**config.mk**
```make
export PLATFORM = sky130hd
export DESIGN_NAME = i2s_apb_streamer
export DESIGN_NICKNAME = d
export VERILOG_FILES = /design/src/rtl/i2s_apb_streamer_pkg.sv /design/src/rtl/i2s_apb_streamer_apb.sv /design/src/rtl/i2s_apb_streamer.sv
export SDC_FILE = /design/constraint.sdc
export NUM_CORES = 1
export LEC_CHECK = 0
export ABC_AREA = 0
export BUFFER_PORTS_ARGS = -buffer_cell sky130_fd_sc_hd__buf_2
export CAP_MARGIN = 20
export CORE_MARGIN = 2
export CORE_UTILIZATION = 55
export CTS_CLUSTER_SIZE = 10
export DETAILED_ROUTE_END_ITERATION = 12
export GPL_ROUTABILITY_DRIVEN = 0
export PLACE_DENSITY = 0.86
export SKIP_CTS_REPAIR_TIMING = 1
export SYNTH_ARGS = -nofsm -noshare
export SYNTH_HDL_FRONTEND = slang
export SYNTH_HIERARCHICAL = 1
export SYNTH_SLANG_ARGS = --single-unit
```
**constraint.sdc**
```tcl
create_clock -name pclk -period 5.5 [get_ports pclk]
set_input_delay 0.55 -clock pclk [delete_from_list [all_inputs] [get_ports pclk]]
set_output_delay 0.55 -clock pclk [all_outputs]
set_load 0.02 [all_outputs]
```
**src/rtl/i2s_apb_streamer_pkg.sv**
```systemverilog
// Shared definitions for the I2S APB streamer: FSM states, status bit map,
// default transceiver register addresses.
package i2s_apb_streamer_pkg;

  typedef enum logic [3:0] {
    IDLE,
    CFG_S,
    CFG_A,
    POLL_S,
    POLL_A,
    TX_S,
    TX_A,
    RX_S,
    RX_A
  } streamer_state_t;

  typedef enum logic {
    RR_RX = 1'b0,
    RR_TX = 1'b1
  } rr_sel_t;

  localparam int ST_TX_FULL  = 3;
  localparam int ST_TX_EMPTY = 2;
  localparam int ST_RX_FULL  = 1;
  localparam int ST_RX_EMPTY = 0;

  localparam logic [31:0] DEF_CTRL_ADDR = 32'h0000_0000;
  localparam logic [31:0] DEF_TX_ADDR   = 32'h0000_0004;
  localparam logic [31:0] DEF_RX_ADDR   = 32'h0000_0008;
  localparam logic [31:0] DEF_STAT_ADDR = 32'h0000_000C;

endpackage

```
**src/rtl/i2s_apb_streamer_apb.sv**
```systemverilog
// APB setup/access sequencer: a start pulse latches address/direction/data,
// the following cycle is setup (penable=0) and the one after is access.
module apb_master_phase (
  input  logic        pclk,
  input  logic        preset,
  input  logic        start,
  input  logic        start_write,
  input  logic [31:0] start_addr,
  input  logic [31:0] start_data,
  output logic        penable,
  output logic        pwrite,
  output logic [31:0] paddr,
  output logic [31:0] pwdata
);

  logic setup;

  always_ff @(posedge pclk or negedge preset) begin
    if (!preset) begin
      setup   <= 1'b0;
      penable <= 1'b0;
      pwrite  <= 1'b0;
      paddr   <= '0;
      pwdata  <= '0;
    end else begin
      setup   <= start;
      penable <= setup;
      // Bus fields only change on a new start, so they hold through access.
      if (start) begin
        pwrite <= start_write;
        paddr  <= start_addr;
        pwdata <= start_data;
      end
    end
  end

endmodule

```
**src/rtl/i2s_apb_streamer.sv**
```systemverilog
// Flag-gated APB master bridging tx/rx sample streams to the I2S transceiver
// registers, with one-shot control-word loading and Tx/Rx round-robin.
module i2s_apb_streamer
  import i2s_apb_streamer_pkg::*;
#(
  parameter logic [31:0] CTRL_ADDR = DEF_CTRL_ADDR,
  parameter logic [31:0] TX_ADDR   = DEF_TX_ADDR,
  parameter logic [31:0] RX_ADDR   = DEF_RX_ADDR,
  parameter logic [31:0] STAT_ADDR = DEF_STAT_ADDR,
  parameter int          CNT_W     = 16
) (
  input  logic             pclk,
  input  logic             preset,
  input  logic             en,
  input  logic             cfg_load,
  input  logic [31:0]      cfg_word,
  input  logic [31:0]      tx_data,
  input  logic             tx_valid,
  output logic             tx_ready,
  output logic [31:0]      rx_data,
  output logic             rx_valid,
  input  logic             rx_ready,
  output logic             penable,
  output logic             pwrite,
  output logic [31:0]      paddr,
  output logic [31:0]      pwdata,
  input  logic [31:0]      prdata,
  output logic             busy,
  output logic [CNT_W-1:0] tx_count,
  output logic [CNT_W-1:0] rx_count
);

  streamer_state_t state, state_next;
  rr_sel_t         rr_last;
  logic            cfg_pending;
  logic [31:0]     cfg_hold;
  logic            tx_ok, rx_ok, tx_sel, rx_sel;
  logic            start, start_write;
  logic [31:0]     start_addr, start_data;

  always_comb begin
    tx_ok       = tx_valid & ~prdata[ST_TX_FULL];
    rx_ok       = ~prdata[ST_RX_EMPTY] & ~rx_valid;
    // When both sides are eligible, serve the one not served last time.
    tx_sel      = tx_ok & (~rx_ok | (rr_last == RR_RX));
    rx_sel      = rx_ok & ~tx_sel;
    state_next  = state;
    start       = 1'b0;
    start_write = 1'b0;
    start_addr  = STAT_ADDR;
    start_data  = '0;
    tx_ready    = 1'b0;
    case (state)
      IDLE: begin
        if (cfg_pending) begin
          state_next  = CFG_S;
          start       = 1'b1;
          start_write = 1'b1;
          start_addr  = CTRL_ADDR;
          start_data  = cfg_hold;
        end else if (en) begin
          state_next = POLL_S;
          start      = 1'b1;
          start_addr = STAT_ADDR;
        end
      end
      CFG_S:  state_next = CFG_A;
      CFG_A:  state_next = IDLE;
      POLL_S: state_next = POLL_A;
      POLL_A: begin
        if (tx_sel) begin
          state_next  = TX_S;
          tx_ready    = 1'b1;
          start       = 1'b1;
          start_write = 1'b1;
          start_addr  = TX_ADDR;
          start_data  = tx_data;
        end else if (rx_sel) begin
          state_next = RX_S;
          start      = 1'b1;
          start_addr = RX_ADDR;
        end else begin
          state_next = IDLE;
        end
      end
      TX_S:    state_next = TX_A;
      TX_A:    state_next = IDLE;
      RX_S:    state_next = RX_A;
      RX_A:    state_next = IDLE;
      default: state_next = IDLE;
    endcase
  end

  always_ff @(posedge pclk or negedge preset) begin
    if (!preset) begin
      state       <= IDLE;
      rr_last     <= RR_RX;
      cfg_pending <= 1'b0;
      cfg_hold    <= '0;
      rx_data     <= '0;
      rx_valid    <= 1'b0;
      tx_count    <= '0;
      rx_count    <= '0;
    end else begin
      state <= state_next;
      if (cfg_load) begin
        cfg_pending <= 1'b1;
        cfg_hold    <= cfg_word;
      end else if (state == CFG_A) begin
        cfg_pending <= 1'b0;
      end
      if (state == TX_A) begin
        tx_count <= tx_count + 1'b1;
        rr_last  <= RR_TX;
      end
      if (state == RX_A) begin
        rx_data  <= prdata;
        rx_valid <= 1'b1;
        rx_count <= rx_count + 1'b1;
        rr_last  <= RR_RX;
      end else if (rx_valid && rx_ready) begin
        rx_valid <= 1'b0;
      end
    end
  end

  assign busy = (state != IDLE);

  apb_master_phase u_apb (
    .pclk        (pclk),
    .preset      (preset),
    .start       (start),
    .start_write (start_write),
    .start_addr  (start_addr),
    .start_data  (start_data),
    .penable     (penable),
    .pwrite      (pwrite),
    .paddr       (paddr),
    .pwdata      (pwdata)
  );

endmodule
```
; ---- After elaboration in Yosys (flattened, before gate mapping)
; Cells that the tools add are included.
[classes]
add_sub_neg = 2
n_eq_ne = 9
muxes = 27
n_bitwise = 11
reduce_logical = 6
[ops]
columns = op, count
row1 = 32-bit two-way mux, 2
row2 = 32-bit one-hot mux with 2 select lines, 1
row3 = 16-bit by 1-bit adder with 16-bit output (second input constant), 2
row4 = 4-bit one-hot mux with 6 select lines, 1
row5 = 4-bit by 3-bit == test with 1-bit output (second input constant), 4
row6 = 4-bit two-way mux, 4
row7 = 1-bit two-way mux, 13
row8 = 3-bit two-way mux, 3
row9 = 4-bit by 2-bit == test with 1-bit output (second input constant), 2
row10 = 4-bit one-hot mux with 2 select lines, 1
row11 = 1-bit inverter, 6
row12 = 2-bit nonzero test, 3
row13 = 1-bit AND, 4
row14 = 4-bit by 1-bit == test with 1-bit output (second input constant), 1
row15 = 4-bit == test (second input constant), 1
row16 = 4-bit logical NOT, 1
row17 = 1-bit one-hot mux with 2 select lines, 2
row18 = 4-bit nonzero test, 1
row19 = 3-bit != test (second input constant), 1
row20 = 1-bit logical AND, 1
row21 = 1-bit bitwise OR, 1
[totals]
ff_bits = 170
inputBits = 102
output_inout_bits = 133
wordCells = 68

; ---- Longest topological paths before layout
; Gate-level depths: netlist (run 1).
[depth]
depth_word = 10
mapped_depth = 7
ltp_nobuf = 5

; ---- Hierarchy
; Netlist (run 1), hierarchy kept.
[by_module_without_submodules]
columns = module, n_inst, cells_per_inst, area_per_inst_um2, seq_area_each_um2
row1 = i2s_apb_streamer, 1, 408, 4546.9, 2577.5
row2 = apb_master_phase, 1, 139, 2668.8, 1676.6

; ---- Worst setup path after synthesis (run 1)
; Ideal clock, no wire load.
[synth_path]
path_type = register to register
startpoint = register state[1]
endpoint = register u_apb.paddr[0]
setup_time_ps = 125
arrival_ps = 1881
required_time_ps = 5375
setup_slack_ps = 3493
path_stages_with_launch = 7
path_buffers = 3
period_less_slack_ps = 2007
path_cell_list = dfrtp_1 -> buf_2 -> or3_4 -> a211oi_1 -> buf_6 -> buf_6 -> mux2_4
[synth_between]
elab_chain_len = 2
elab_cells_between_ends = 4
classes_between = eq/ne (1) / mux (2) / reduce/logical (1)
[synth_lines]
columns = element, line
row1 = start: declaration, i2s_apb_streamer.sv:33  ; streamer_state_t state, state_next;
row2 = start signal: assignment, i2s_apb_streamer.sv:105  ; state <= state_next;
row3 = 4-bit by 3-bit == test with 1-bit output / 4-bit logical NOT (equally long branches), i2s_apb_streamer.sv:53  ; case (state)
row4 = 1-bit one-hot mux with 2 select lines *, i2s_apb_streamer.sv:53
row5 = via start, i2s_apb_streamer.sv:38  ; logic start, start_write;
row6 = end signal: assignment, i2s_apb_streamer_apb.sv:31  ; paddr <= start_addr;
row7 = end: declaration, i2s_apb_streamer_apb.sv:12  ; output logic [31:0] paddr,
; Mark *: on every way through the listed nets, which the timed path passes. The rest lies on a longest branch.
; A chain may end at the register's enable or synchronous reset.

; ---- Final worst setup path (run 1)
[layout_path]
startpoint = register state[2]
endpoint = output tx_ready
[layout_between]
elab_chain_len = 2
[layout_lines]
columns = element, line
row1 = 4-bit by 3-bit == test with 1-bit output, i2s_apb_streamer.sv:53
row2 = 1-bit two-way mux, i2s_apb_streamer.sv:53
row3 = end: declaration, i2s_apb_streamer.sv:19  ; output logic tx_ready,
; Every way passes these cells.

==> results of run 1 <==
state kept, by name, indices dropped and copies added, names as in the netlist:
name and flops:
rr_last 1, rx_data 32, u_apb/setup 1, rx_valid 1, u_apb/penable 1, tx_count 16
u_apb/pwrite 1, cfg_pending 1, state 4, u_apb/paddr 32, cfg_hold 32, u_apb/pwdata 32
rx_count 16
cells in the mapped netlist (2+ instances only):
cell type and number:
nand2_1 112, nor3_1 5, mux2_2 48, and3_1 7
clkbuf_1 7, dfrtp_1 170, and4_1 4, xor2_1 9
a211oi_1 3, nand3_1 9, ha_1 2, nand4_1 9
xnor2_1 21, buf_2 13, nand3b_1 2, buf_6 7
inv_1 3, a21o_1 3, a22o_1 32, nand2b_1 2
nor2_1 9, mux2_4 50, nor2b_1 2
worst register-to-register path, cell delays in order, from the launching register on:
cell      delay (ns)
dfrtp_1         0.48
or3_4           0.47
a211oi_4        0.18
buf_4           0.64
mux2_2          0.45
worst max path at each step:
stage                     startpoint  cells past startpoint  slack (ns)         endpoint
after floorplan             state[1]                      6        3.49   u_apb/paddr[0]
after global placement     prdata[0]                      6        2.98  u_apb/paddr[31]
after detailed placement   prdata[0]                      6        2.92  u_apb/pwdata[3]
after CTS                   state[2]                      5        2.85         tx_ready
after global routing        state[2]                      5        2.73         tx_ready
final                       state[2]                      5        2.86         tx_ready
cell usage in the layout (no fill, tap or decap), types with 2 or more instances in the layout:
master | synthesis | layout
buf_2 | 13 | 233
dfrtp_1 | 170 | 170
nand2_1 | 112 | 112
mux2_4 | 50 | 50
mux2_2 | 48 | 48
a22o_1 | 32 | 32
conb_1 | 1 | 30
xnor2_1 | 21 | 21
clkbuf_16 | 0 | 17
nor2_1 | 9 | 9
nand3_1 | 9 | 9
xor2_1 | 9 | 9
nand4_1 | 9 | 9
and3_1 | 7 | 7
buf_4 | 1 | 6
nor3_1 | 5 | 5
and4_1 | 4 | 4
clkinv_2 | 0 | 4
a21o_1 | 3 | 3
inv_1 | 3 | 3
nand2b_1 | 2 | 2
nor2b_1 | 2 | 2
nand3b_1 | 2 | 2
a211oi_1 | 3 | 2
ha_1 | 2 | 2
clkbuf_8 | 0 | 2
clkbuf_1 | 7 | 2
clkinvlp_4 | 0 | 2
final cells by class:
| type | count | share of cell area, % |
|---|---|---|
| Antenna cell | 1 | 0.0274 |
| Multi-Input combinational cell | 375 | 31.6 |
| Clock buffer | 21 | 5.03 |
| Clock inverter | 8 | 0.807 |
| Inverter | 3 | 0.123 |
| Tap cell | 172 | 2.35 |
| Timing Repair Buffer | 241 | 13.5 |
| Sequential cell | 170 | 46.5 |
logic make-up (layout without fill, tap and decap cells):
family / count (synthesis) / in the layout
other: 1 / 31
buffers and inverters: 31 / 273
and+or+nand+nor: 172 / 172
adders and majority gates: 2 / 2
muxes: 98 / 98
DFF: 170 / 170
AOI/OAI and AO/OA: 43 / 43
xor gates and xnor gates: 30 / 30
power groups by stage:
stage,sequential (mW),clock [mW],combinational [mW]
2_1_floorplan,2.40,0,1.17
3_3_place_gp,1.94,0,2.14
3_5_place_dp,1.97,0,2.20
4_1_cts,1.97,1.12,2.20
5_1_grt,2.02,1.17,2.33
6_report,1.97,1.09,2.18
metal layers:
metal	vias to the layer above	routed length, µm	track usage, %
li1	2381	-	-
met1	2519	6600	29.3
met2	196	8400	40.1
met3	43	883	5.79
met4	0	571	12.4
met5	-	0	0
==> qor.txt, run 1 <==
Outcome: finished, final reports clean
Via Count: 5139
Total wire length: 16.5 mm
Slew Limit Fails: 0
Critical path class: flip-flop to output port
Fmax: 378 MHz
Ys async rst share: 100%
H-tree depth: 4
Mapped Area: 0.00722 mm²
Final critical-path share of the clock period: 48.1%
Die Area: 0.0141 mm²
Register area share after synthesis: 59.0%
Combinational cell fraction of total power: 41.7%
Total Power: 5.24 mW
Layout cells sized above 1: 46.0%
Setup_tns: 0 ns
# setup viols final: 0
Nets: 912
Clock power share: 20.9%
Critical Path AT: 2.09 ns
Net switching power figure: 1.92 mW
Reg-to-Reg Start: state[1]
Initial Utilization: 56.7%
Antenna violations before repair: 1
Vias per cell: 5.19
Adder-cell area share of the yosys netlist: 0.347%
Critical Path RT: 4.95 ns
Dpl cell area: 0.00861 mm²
Vias in the first global route: 5364
Layout fillers: 909
Avg Cell Area, Syn: 13.2 µm²
Core footprint: 0.0127 mm²
Post-Layout Cell Count: 991
WL/cell: 16.6 µm
Clock buffer depth: 2
Leakage power: 4.73 nW
Final instance area: 0.00915 mm²
Max-Cap Viols: 0
HP Class: input pin to async pin
Compound-Gate Fraction of Synth Area: 4.99%
Top FF cell, synth: dfrtp_1
Io pins: 235
Clock sink total: 170
RSZ-0062 raised after global routing: false
R2R depth: 4
Site Rows: 41
Ys Warns: 6
Yosys cell types: 41
DP Cell Count: 961
Main combinational cell family by area after synthesis: multiplexers
DR iter-0 viols: 252
Worst slew margin: 39.1%
CTS tree: yes
Fin crit period: 2.64 ns
Post-DP HPWL: 11.6 mm
Largest cells by area after synthesis: dfrtp_1 59%, mux2_4 10%, mux2_2 7.5%
CP delay by family, top: flip-flops
Congestion Overflow GR: 0
Total CTS buffers: 17
IR drop worst, VDD: 0.336 mV
Slowest stage delay, CP: 0.63 ns
CP Buf/Inv Count: 2
Root Buffer: clkbuf_16
FF+latch area: 0.00425 mm²
Largest net degree at the start of global routing: 103
Yosys top cell area share: 59.0%
Post-synthesis cell count: 547
Final worst slack: 2.86 ns
Int Pwr: 3.32 mW
Worst-path maximum fanout: 35
Clock Pin Slew Worst Setup and Hold Paths: 0.06 ns
IO buf count: 234
Final hold vios: 0
Xor and xnor area share after synthesis: 3.64%
Post-synthesis mux area share: 17.9%
Min Hold Slack: 0.203 ns
Setup Skew: 0.00652 ns
Area occupied by multi-input gates: 0.00289 mm²
Die height: 119 µm
ANT nets after route: 0
Chip width: 119 µm
Pwr/cell area: 573 mW/mm²
Layout area overhead: 26.8%
Post-Synth Simple-Gate Area: 11.5%
Later-pin clock latency in the skew report: 0.41 ns
Switching share of power: 36.7%
First-pass GRT wire length: 26.8 mm
Slowest cell on crit path: dfrtp_1
CP endpoint kind: output port
Synth area leader: dfrtp_1
Critical path, cell by cell: nor2b_1 > nand3_1 > a21oi_2 > buf_4 > buf_2
Actual slew at the worst max-slew pin: 0.913 ns
Worst R2R Setup Slack: 3.17 ns
RR Endpoint: u_apb/pwdata[0]
Sequential fraction of design power: 37.5%
Dpl ws: 2.92 ns
Final core utilization: 71.9%
CP startpoint kind: flip-flop
GRT Util Overall: 24.1%
Flops & latches, synth: 170
Remaining DRCs: 0
Post-synth EDFFs: 0
DRT Pass-1 Iters: 4
Note: power is estimated with default switching activity, not from simulation.
==> inputs of run 2 (changes only) <==
CORE_UTILIZATION = 51   (was 55)
PLACE_DENSITY = 0.8   (was 0.86)
clock period = 2.57 ns   (was 5.5 ns; I/O delays follow)
==> run 2 against run 1 <==
  * Worst setup slack worse by 2.7 ns
  * Clock skew up 0.0026 ns
  * Non-clock buffer count up 6
  * Cell area up 2.0%
  * Sequential power up 110%
  * Via count down 1.1%
==> qor.txt, run 2 (synthesis gave the netlist of run 1 again) <==
Outcome: finished, final reports clean
Initial Utilization: 52.2% (-4.5 points)
Slew Limit Fails: 0 (unchanged)
Final critical-path share of the clock period: 92.8%
Vias per cell: 5.04 (-2.8%)
Hold path depth: 2
Via Count: 5080 (-1.1%)
R2R depth: 4 (unchanged)
Clock sink total: 170 (unchanged)
Congestion Overflow GR: 0 (unchanged)
RSZ-0062 raised after global routing: false
Actual slew at the worst max-slew pin: 0.782 ns (-0.131 ns)
DR iter-0 viols: 291 (+15%)
CP endpoint kind: output port
Antenna violations before repair: 1 (unchanged)
Total CTS buffers: 17 (unchanged)
First-pass GRT wire length: 25.4 mm (-5.2%)
Final worst slack: 0.184 ns (-2.67 ns)
Max-Cap Viols: 0 (unchanged)
Nets: 918 (+0.66%)
Setup Skew: 0.00912 ns (+0.00260 ns)
Core footprint: 0.0138 mm² (+8.7%)
CP startpoint kind: flip-flop
Leakage power: 4.81 nW (+1.5%)
# setup viols final: 0 (unchanged)
Commonest non-fill, non-tap cell in the layout: buf_2
Die height: 123 µm (+3.7%)
GRT Util Overall: 21.7% (-2.4 points)
Remaining DRCs: 0 (unchanged)
CTS tree: yes
Fin crit period: 2.39 ns
Critical Path AT: 2.13 ns (+0.04 ns)
Slowest cell on crit path: dfrtp_1
Critical Path RT: 2.31 ns (-2.64 ns)
Largest net degree at the start of global routing: 64 (-38%)
Worst-path maximum fanout: 35 (unchanged)
Pwr/cell area: 1240 mW/mm² (+120%)
Root Buffer: clkbuf_16
Layout cells sized above 1: 46.7% (+0.71 points)
Fmax: 419 MHz
WL/cell: 16.0 µm (-3.7%)
Min Hold Slack: 0.0241 ns (-0.179 ns)
Clock Pin Slew Worst Setup and Hold Paths: 0.06 ns (about the same)
Critical path class: flip-flop to output port
CP Buf/Inv Count: 2 (unchanged)
HP Class: input pin to flip-flop
Layout area overhead: 29.3%
Final hold vios: 0 (unchanged)
Slowest stage delay, CP: 0.61 ns (-0.02 ns)
CP delay by family, top: flip-flops
Dpl ws: 0.405 ns (-2.51 ns)
Total Power: 11.6 mW (+120%)
Most frequent cells in the layout: 233 x buf_2, 170 x dfrtp_1, 112 x nand2_1
Later-pin clock latency in the skew report: 0.41 ns (about the same)
IO buf count: 234 (unchanged)
Critical path, cell by cell: nor2b_1 > nand3_1 > a21oi_2 > buf_4 > buf_2
Worst slew margin: 47.9% (+8.7 points)
Clock buffer depth: 2 (unchanged)
Io pins: 235 (unchanged)
Chip width: 123 µm (+3.7%)
Die Area: 0.0151 mm² (+7.6%)
DRT Pass-1 Iters: 4 (unchanged)
H-tree depth: 4 (unchanged)
IR drop worst, VDD: 0.619 mV (+84%)
Post-DP HPWL: 11.6 mm (-0.16%)
Setup_tns: 0 ns (unchanged)
Site Rows: 43 (+4.9%)
CP Depth: 5 (unchanged)
Vias in the first global route: 5166 (-3.7%)
Total wire length: 16.1 mm (-2.1%)
ANT nets after route: 0 (unchanged)
run 2: cell types whose count changed in the layout (fill, tap and decap cells not counted):
cell	change
clkbuf_1	-2
clkinv_2	-2
inv_8	+1
clkinv_4	+3
dlygate4sd3_1	+1
clkinvlp_4	+1
bufinv_16	+1
buf_12	+6
clkbuf_8	-2
inv_6	+3
buf_8	-1
run 2: worst reg2reg max path, stage by stage, from the launching register on:
cell and delay, ns:
dfrtp_1 0.48, or3_4 0.47, a211oi_4 0.47, buf_12 0.26
mux2_2 0.36
run 2: routing by layer:
metal | share of wire (%) | GRT usage (%) | vias to the layer above | wire [µm]
met5 | 0 | 0 | - | 0
met4 | 2.8 | 10.5 | 0 | 456
met3 | 4.5 | 4.84 | 33 | 724
met2 | 52 | 35.7 | 152 | 8310
met1 | 41 | 27.2 | 2503 | 6620
li1 | - | - | 2392 | -
run 2: final timing paths:
check / start / end / slack [ns]
worst max-delay path: state[2] / tx_ready / 0.18
worst min-delay path: rx_ready / rx_valid / 0.02
worst max register to register: state[1] / u_apb/paddr[31] / 0.42
worst min register to register: u_apb/setup / u_apb/penable / 0.35
max in group asynchronous: preset / u_apb/paddr[17] / 1.50
min in group asynchronous: preset / rx_count[15] / 0.37
run 2: cell type report:
class | instances | area, µm²
sequential | 170 | 4250
clock buffer | 17 | 425
timing repair buffer | 247 | 1350
multi-input combinational | 375 | 2890
antenna | 1 | 2.50
fill | 1037 | 4500
clock inverter | 15 | 165
inverter | 3 | 11.3
tap | 180 | 225
run 2: where the power goes:
part | total (mW) | switching (mW) | internal, mW
Combinational | 4.87 | 2.56 | 2.31
Sequential | 4.21 | 0.621 | 3.59
Clock | 2.52 | 1.07 | 1.45
Total | 11.6 | 4.25 | 7.35
run 2: through the flow:
stage | utilization, % | instance area, µm² | instances
4_1_cts | 67.4 | 9320 | 1006
3_5_place_dp | 63.1 | 8730 | 974
5_1_grt | 67.5 | 9330 | 1008
6_report | 67.5 | 9330 | 1008
2_1_floorplan | - | 7320 | 576
3_3_place_gp | 63.1 | 8730 | 974
==> inputs of run 3 (changes only) <==
CORE_UTILIZATION = 35   (was 51)
PLACE_DENSITY = not set   (was 0.8)
==> run 3 against run 2 <==
  * Worst setup slack gained 0.16 ns
  * Critical path depth unchanged
  * Sequential cell count did not move
  * Routed wire length increased by 0.85%
  * Register-to-register slack better by 0.02 ns
  * Cell area up 1.0%
  * Via count fell by 3.5%
  * Die area up 44%
  * Clock-buffer cell count unchanged
  * Sequential power decreased by 1%
  * Sequential share of layout area is 0.45 points lower
  * Combinational power is 3% lower
  * Largest cell class unchanged
  * Largest power group unchanged
  * Highest routed layer unchanged
==> qor.txt, run 3 (synthesis gave the netlist of run 1 again) <==
Outcome: finished, final reports clean
Max-Cap Viols: 0 (unchanged)
DR iter-0 viols: 227 (-22%)
# diodes: 0 (-1)
Setup Skew: 0.00806 ns (-0.00106 ns)
Critical Path RT: 2.31 ns (about the same)
Leakage power: 4.81 nW (about the same)
Initial Utilization: 35.7% (-17 points)
Pwr/cell area: 1200 mW/mm² (-3.2%)
Vias per cell: 4.46 (-11%)
Via Count: 4902 (-3.5%)
R2R depth: 4 (unchanged)
HP Class: input pin to flip-flop
Clock Pin Slew Worst Setup and Hold Paths: 0.07 ns (about the same)
RSZ-0062 raised after global routing: false
Clock sink total: 170 (unchanged)
Most frequent cells in the layout: 233 x buf_2, 170 x dfrtp_1, 112 x nand2_1
Final critical-path share of the clock period: 86.5% (-6.3 points)
Setup crit start: state[2]
Die height: 148 µm (+20%)
Setup_tns: 0 ns (unchanged)
ANT nets after route: 0 (unchanged)
Io pins: 235 (unchanged)
Hold path depth: 3 (+1)
Slowest stage delay, CP: 0.61 ns (about the same)
Clock buffer depth: 2 (unchanged)
Total wire length: 16.2 mm (+0.85%)
First-pass GRT wire length: 26.5 mm (+4.3%)
WL/cell: 14.8 µm (-7.5%)
Actual slew at the worst max-slew pin: 0.835 ns (+0.0527 ns)
Slew Limit Fails: 0 (unchanged)
Critical path class: flip-flop to output port
Commonest non-fill, non-tap cell in the layout: buf_2
CP endpoint kind: output port
DRT Pass-1 Iters: 4 (unchanged)
Final core utilization: 46.6% (-21 points)
Congestion Overflow GR: 0 (unchanged)
Layout area overhead: 30.6%
Final hold vios: 0 (unchanged)
Site Rows: 52 (+21%)
Chip width: 148 µm (+20%)
Reg-to-Reg Start: state[1]
Root Buffer: clkbuf_16
Fin crit period: 2.22 ns (-0.161 ns)
Worst-path maximum fanout: 35 (unchanged)
H-tree depth: 4 (unchanged)
# setup viols final: 0 (unchanged)
Antenna violations before repair: 0 (-1)
Critical Path AT: 1.97 ns (-0.16 ns)
Worst slew margin: 44.3% (-3.5 points)
CTS tree: yes
IO buf count: 234 (unchanged)
Fmax: 450 MHz (+7.3%)
Layout fillers: 1887 (+82%)
Nets: 920 (+0.22%)
Min-delay src: prdata[14]
Post-DP HPWL: 11.2 mm (-3.4%)
Core footprint: 0.0202 mm² (+46%)
Die Area: 0.0218 mm² (+44%)
GRT Util Overall: 15.3% (-6.4 points)
Later-pin clock latency in the skew report: 0.42 ns (about the same)
Layout cells sized above 1: 46.7% (about the same)
Total CTS buffers: 17 (unchanged)
Largest net degree at the start of global routing: 70 (+9.4%)
Slowest cell on crit path: dfrtp_1
Vias in the first global route: 5059 (-2.1%)
Remaining DRCs: 0 (unchanged)
CP startpoint kind: flip-flop
IR drop worst, VDD: 0.574 mV (-7.4%)
Critical path, cell by cell: nor2b_1 > nand3_1 > a21oi_2 > buf_12 > buf_2
==> run 3: cell types whose count changed in the layout (fill, tap and decap cells not counted), moves of 2 or more <==
| cell | change |
|---|---|
| clkinv_8 | +3 |
| buf_12 | -2 |
| inv_8 | +2 |
| buf_4 | +3 |
| bufinv_16 | -2 |
| clkinvlp_4 | -2 |
==> run 3: final timing paths <==
| kind | endpoint | slack [ns] |
|---|---|---|
| worst max-delay path | tx_ready | 0.35 |
| worst min-delay path | rx_data[14] | 0.02 |
| worst max register to register | u_apb/pwdata[6] | 0.44 |
| worst min register to register | u_apb/penable | 0.35 |
| max in group asynchronous | rx_data[11] | 1.46 |
| min in group asynchronous | u_apb/paddr[25] | 0.38 |
==> run 3: critical path, delay by kind of cell (launching register included) <==
kind / cells / cell delay, ns
and+or+nand+nor: 2 / 0.32
AOI/OAI and AO/OA: 1 / 0.18
DFF: 1 / 0.61
buffers and inverters: 2 / 0.43
==> run 3: final cells by class <==
type / count / area (µm²) / area share [%]
clock buffers: 17 / 425 / 4.51
clock inverters: 15 / 156 / 1.66
inverters: 3 / 11.3 / 0.119
multi-input cells: 375 / 2890 / 30.7
flip-flops and latches: 170 / 4250 / 45.1
well taps: 270 / 338 / 3.58
repair buffers: 249 / 1350 / 14.3
==> run 3: layer usage <==
| metal | part of all wire [%] | up-vias | GRT usage [%] | wire length (µm) |
|---|---|---|---|---|
| met5 | 0 | - | 0 | 0 |
| met4 | 1.7 | 0 | 4.86 | 273 |
| met3 | 6.7 | 16 | 4.81 | 1090 |
| met2 | 48 | 136 | 25.0 | 7810 |
| met1 | 44 | 2357 | 19.5 | 7080 |
| li1 | - | 2393 | - | - |
==> run 3: power by group <==
group | switching [mW] | total, mW | internal (mW) | leakage [nW]
logic | 2.52 | 4.70 | 2.19 | 2.45
clock network | 1.20 | 2.49 | 1.30 | 0.282
registers | 0.569 | 4.15 | 3.58 | 2.07
total | 4.28 | 11.4 | 7.07 | 4.81
==> run 3: metrics by stage <==
step / instance area [µm²] / setup slack (ns) / cells / power [mW] / hold slack (ns)
after floorplan: 7320 / 0.563 / 576 / 7.64 / -0.0386
after global placement: 8820 / 0.466 / 1065 / 8.88 / 0.312
after detailed placement: 8820 / 0.439 / 1065 / 8.97 / 0.318
after CTS: 9400 / 0.323 / 1097 / 11.5 / -0.146
after global routing: 9420 / 0.182 / 1099 / 12.0 / 0.00887
final: 9420 / 0.346 / 1099 / 11.4 / 0.0203
